===== config.mk =====
export PLATFORM = sky130hd
export DESIGN_NAME = regfile
export DESIGN_NICKNAME = d
export VERILOG_FILES = /design/src/rtl/regfile.sv
export SDC_FILE = /design/constraint.sdc
export NUM_CORES = 2
export LEC_CHECK = 0
export CAP_MARGIN = 20
export CORE_MARGIN = 2
export CORE_UTILIZATION = 55
export CTS_CLUSTER_SIZE = 24
export DETAILED_ROUTE_END_ITERATION = 10
export PLACE_DENSITY = 0.71
export SYNTH_ARGS = -nofsm -noshare
export SYNTH_HDL_FRONTEND = slang
export SYNTH_SLANG_ARGS = --single-unit

===== constraint.sdc =====
create_clock -name clk -period 4.8 [get_ports clk]
set_input_delay 0.48 -clock clk [delete_from_list [all_inputs] [get_ports clk]]
set_output_delay 0.48 -clock clk [all_outputs]
set_load 0.02 [all_outputs]

===== src/rtl/regfile.sv =====
// General-purpose register file: MEM/WB write-back sink, two combinational read ports for ID.
// Latency: writes land on the posedge and are visible from the next cycle; reads are combinational.
// No backpressure: every write and read completes in its own cycle. Optional macro: REGFILE_WRITE_BYPASS_EN.
module regfile #(
    parameter int DATA_W  = 32,
    parameter int ADDR_W  = 5,
    parameter int REG_NUM = 32
) (
    input  logic              clk,
    input  logic              rst,
    input  logic              i_we,
    input  logic [ADDR_W-1:0] i_waddr,
    input  logic [DATA_W-1:0] i_wdata,
    input  logic              i_re1,
    input  logic [ADDR_W-1:0] i_raddr1,
    output logic [DATA_W-1:0] o_rdata1,
    input  logic              i_re2,
    input  logic [ADDR_W-1:0] i_raddr2,
    output logic [DATA_W-1:0] o_rdata2
);

    logic [DATA_W-1:0] r_regs [REG_NUM];

    // Writes to register 0 never reach the array, so it stays zero after the first reset.
    logic w_wr_ok;
    assign w_wr_ok = i_we && (i_waddr != '0);

`ifdef REGFILE_WRITE_BYPASS_EN
    // A read that matches the write retiring this cycle takes the incoming data,
    // letting ID consume a WB result without a stall.
    logic w_byp1;
    logic w_byp2;
    assign w_byp1 = w_wr_ok && (i_waddr == i_raddr1);
    assign w_byp2 = w_wr_ok && (i_waddr == i_raddr2);
`endif

    // Single-edge clear on reset; a write colliding with reset is dropped.
    always_ff @(posedge clk) begin
        if (rst) begin
            for (int i = 0; i < REG_NUM; i++) begin
                r_regs[i] <= '0;
            end
        end else if (w_wr_ok) begin
            r_regs[i_waddr] <= i_wdata;
        end
    end

    // Read port 1: reset, disable and address 0 all force zero ahead of any data path.
    always_comb begin
        o_rdata1 = '0;
        if (rst || !i_re1 || (i_raddr1 == '0)) begin
            o_rdata1 = '0;
`ifdef REGFILE_WRITE_BYPASS_EN
        end else if (w_byp1) begin
            o_rdata1 = i_wdata;
`endif
        end else begin
            o_rdata1 = r_regs[i_raddr1];
        end
    end

    // Read port 2: identical priority to port 1.
    always_comb begin
        o_rdata2 = '0;
        if (rst || !i_re2 || (i_raddr2 == '0)) begin
            o_rdata2 = '0;
`ifdef REGFILE_WRITE_BYPASS_EN
        end else if (w_byp2) begin
            o_rdata2 = i_wdata;
`endif
        end else begin
            o_rdata2 = r_regs[i_raddr2];
        end
    end

endmodule


Word-level counts from Yosys, hierarchy flattened
Memory sizes are Yosys's and may differ from the RTL's.
Cells that the tools add are included.
- multiplexer cells: 10
- reduce and logical (&&, ||, !) cells: 11
- operator list (cell ; number):
    $mux 32 ; 3
    $reduce_or 32->1 ; 1
    $logic_not 5->1 ; 2
    $mux 1 ; 6
    $mux 5 ; 1
    $reduce_bool 5->1 ; 1
    $logic_or 1x1->1 ; 4
    $logic_not 1->1 ; 2
    $logic_and 1x1->1 ; 1
- flip-flop bits (word level): 0
- memory bits (writable): 1024
- output and inout port bits: 64
- memories: 1
- memories (memory ; words ; bits a word ; rd ports ; clocked after Yosys merged registers in ; wr ports ; RTL line ; source):
    r_regs ; 32 ; 32 ; 2 ; 0 ; 32 ; 22 ; logic [DATA_W-1:0] r_regs [REG_NUM];

Logic depth before layout (Yosys ltp)
- word-level depth: 7
- depth in mapped cells: 9
- gate-level depth less buffers: 4

Worst setup path before layout
OpenSTA, ideal clock, no wires.
- kind: input-to-output
- start: input i_raddr1[0]
- end: output o_rdata1[16]
- data arrival time: 2.337 ns
- required time: 4.320 ns
- setup slack: 1.983 ns
- stages on the path: 8
- path buffers: 5
- path through: buf_6 -> buf_8 -> buf_8 -> buf_6 -> nor3_1 -> a211o_1 -> buf_2 -> nor4_1
- word-level cells in the longest chain between the ends: 3
- elaborated cells on any way between the ends: 4
- classes of those cells: 1 x mux; 2 x reduce/logical; 1 x memory
- RTL lines (element ; RTL line ; source):
    start: declaration ; 15 ; input logic [ADDR_W-1:0] i_raddr1,
    branches (longest 2 deep; another with $mem_v2 32x32) ; -- ;
    $mux 32 (*) ; 51 ; if (rst || !i_re1 || (i_raddr1 == '0)) begin
    end: declaration ; 16 ; output logic [DATA_W-1:0] o_rdata1,
Mark *: on every way between the ends.

Worst setup path after layout
- start: input i_raddr1[0]
- end: output o_rdata1[10]
Same word-level chain as after synthesis.

==> flow_metrics.tcl <==
set metrics [dict create \
    cts_hold_buf 0 \
    crit_path_start_kind "input pin" \
    dp.cells 4883 \
    drc 0 \
    instances_no_fill 5096 \
    fp-row-count 115 \
    crit_type "in -> out" \
    wl_per_cell_um 35.4 \
    ctsHtreeMaxLevel 3 \
    clkTransAtPathRegs_ps 60 \
    hold_viol 0 \
    die_x_um 319 \
    synth_edf_count 1024 \
    clockBufferDepth 3 \
    die_h_um 319 \
    largestRegisters "r_regs x1024" \
    dpl.hpwl_um 113000 \
    place_congestion 0.988 \
    setup_viol 0 \
    fin_nets 3769 \
    critPathMaxStageDelay_ps 970 \
    power_switching_share_pct 24.5 \
    run_status "finished clean" \
    ir_worst_vdd_mv 0.290 \
    yosysUniqueCellTypes 45 \
    drive_gt1_share_pct 25.2 \
    cpMaxStageDelayCell "a2111oi_0" \
    cts_resized 0 \
    finalCritPeriodShare_pct 95.7 \
    synthArstFlopShare_pct 0 \
    power_frac_comb_pct 12.2 \
    post_cts.repair.setup_buffers 0 \
    largest_reg_flops 1024 \
    cts_tree "yes" \
    fill_cells 7141 \
    root_buffer "clkbuf_16" \
    cap_viol_max_count 0 \
    intPower_mw 16.4 \
    seqPwrFrac_pct 48.8 \
    cp.required_ps 4320 \
    power_per_cell_area_nw_per_um2 354 \
    netlist_instances 3633 \
    fin_ws_ps 206 \
    antenna_found_initial 14 \
    clkSinkCount 1024 \
    grt_usage_pct 35.2 \
    initial_core_util_pct 55.5 \
    max_freq_mhz 218 \
    mostFrequentLayoutCells "1024 x edfxtp_1, 994 x and2_1, 419 x mux4_2, 216 x mux2i_1, 194 x buf_4" \
    clkPwrFrac_pct 39.0 \
    syn2layout_area_growth_pct 12.5 \
    synth-seq-cells 1024 \
    path_common_cell "buf_4" \
    dieArea_um2 102000 \
    grt_pass1_vias 36090 \
    fin_tns_setup_ps 0 \
    arrival_ps 4110 \
    ioPinCount 116 \
    preCtsSetupSlack_ps 303 \
    hold_slack_ps 532 \
    first_iter_violations 5758 \
    overflow 0 \
    p_sw_mw 5.34 \
    power_leakage_nw 21.5 \
    hold_path_class "in -> reg" \
    drv_slew 0 \
    seq_area_frac_synth_pct 56.3 \
    cts_made_buffers 108 \
    slew_headroom_pct 20.8 \
    regMostFlops "r_regs" \
    vias 35910 \
    core_area_um2 98400 \
    final_common_cell "edfxtp_1" \
    end_kind "primary output" \
    final_antenna_net_count 0 \
    layout_min_cycle_time_ps 4590 \
    io_buffer_count 115 \
    cp_max_fo 44 \
    dr.pass1.iters 8 \
    grt_pass1_wl_um 256000 \
    viasPerCell 7.05 \
    wl_um 180000 \
    tightest_slew_ps 1160 \
    cp_cell_sequence "buf_8 -> buf_4 -> mux4_2 -> a22o_1 -> a2111oi_0 -> buf_4 -> nor3_1 -> clkdlybuf4s50_1" \
    synth_warnings 0 \
    syn_avg_cell_area_um2 15.0 \
    synth_area_um2 54600 \
    rsz0062_at_grt "false" \
    grt_start_max_net_pins 67 \
    yosys_most_used_dff "edfxtp_1" \
]
## path summary, 6_finish.rpt
kind	end	startpoint	depth (start not counted)
hold / removal	r_regs[0][30]$_SDFFCE_PN0P_	rst	2
setup / recovery	o_rdata1[10]	i_raddr1[0]	8
## power groups by stage
stage	Clock (mW)	Sequential, mW	Combinational (mW)
6_report	8.50	10.6	2.66
5_1_grt	8.86	10.7	2.73
4_1_cts	8.52	10.6	2.59
3_5_place_dp	0	10.8	2.58
3_3_place_gp	0	10.7	2.54
2_1_floorplan	0	10.7	1.61
## stage by stage
step / area [um2] / total power [mW] / util [%]
2_1_floorplan: 54800 / 12.3 / -
3_3_place_gp: 57600 / 13.3 / 58.6
3_5_place_dp: 57700 / 13.4 / 58.6
4_1_cts: 61200 / 21.7 / 62.2
5_1_grt: 61400 / 22.2 / 62.4
6_report: 61400 / 21.8 / 62.4
## routing by layer
layer,up-vias,GRT usage [%],share of wire (%)
met4,26,20.1,6.7
met2,2855,53.6,46
met5,-,0,0.095
li1,14162,-,-
met1,18250,46.2,35
met3,617,9.27,13
## cell usage after synthesis, types with 18 or more instances
| library cell | number | area share, % |
|---|---|---|
| a2111oi_0 | 42 | 0.67 |
| a211oi_1 | 43 | 0.59 |
| a21oi_1 | 27 | 0.25 |
| a221oi_1 | 32 | 0.51 |
| a22o_1 | 42 | 0.67 |
| a22oi_1 | 30 | 0.41 |
| a31oi_1 | 18 | 0.21 |
| and2_1 | 995 | 11 |
| buf_1 | 24 | 0.16 |
| buf_2 | 49 | 0.45 |
| buf_4 | 33 | 0.45 |
| buf_6 | 21 | 0.43 |
| clkbuf_1 | 263 | 1.8 |
| edfxtp_1 | 1024 | 56 |
| mux2_2 | 73 | 1.5 |
| mux2i_1 | 216 | 4.0 |
| mux4_2 | 419 | 17 |
| nand2_1 | 51 | 0.35 |
| nor2_1 | 39 | 0.27 |
| nor2b_1 | 28 | 0.32 |
| nor3_1 | 24 | 0.22 |
| o22ai_1 | 42 | 0.48 |
| or2_2 | 32 | 0.37 |
## critical path: cells and delay by family
| kind | cells | cell delay, ps |
|---|---|---|
| compound gates | 2 | 1250 |
| buf+inv | 4 | 1680 |
| mux | 1 | 540 |
| simple gates | 1 | 90 |
## logic make-up after synthesis
kind of cell    after synthesis  synth area share [%]
other cells                   1               0.00686
flops                      1024                  56.3
simple gates               1202                  13.3
buf+inv                     397                  3.40
mux                         708                  22.7
compound gates              301                  4.23
## final cells by class
type                       count  area (um2)  area share [%]
antenna                        4        10.0          0.0163
clock buffer                 132        2900            4.72
clock inverter                66         633            1.03
inverter                       4        15.0          0.0244
multi-input combinational   2243       22300            36.3
sequential                  1024       30700            50.0
tap                         1287        1610            2.62
timing repair buffer         336        3250            5.29
No activity file was read; power rests on OpenSTA's default activity.
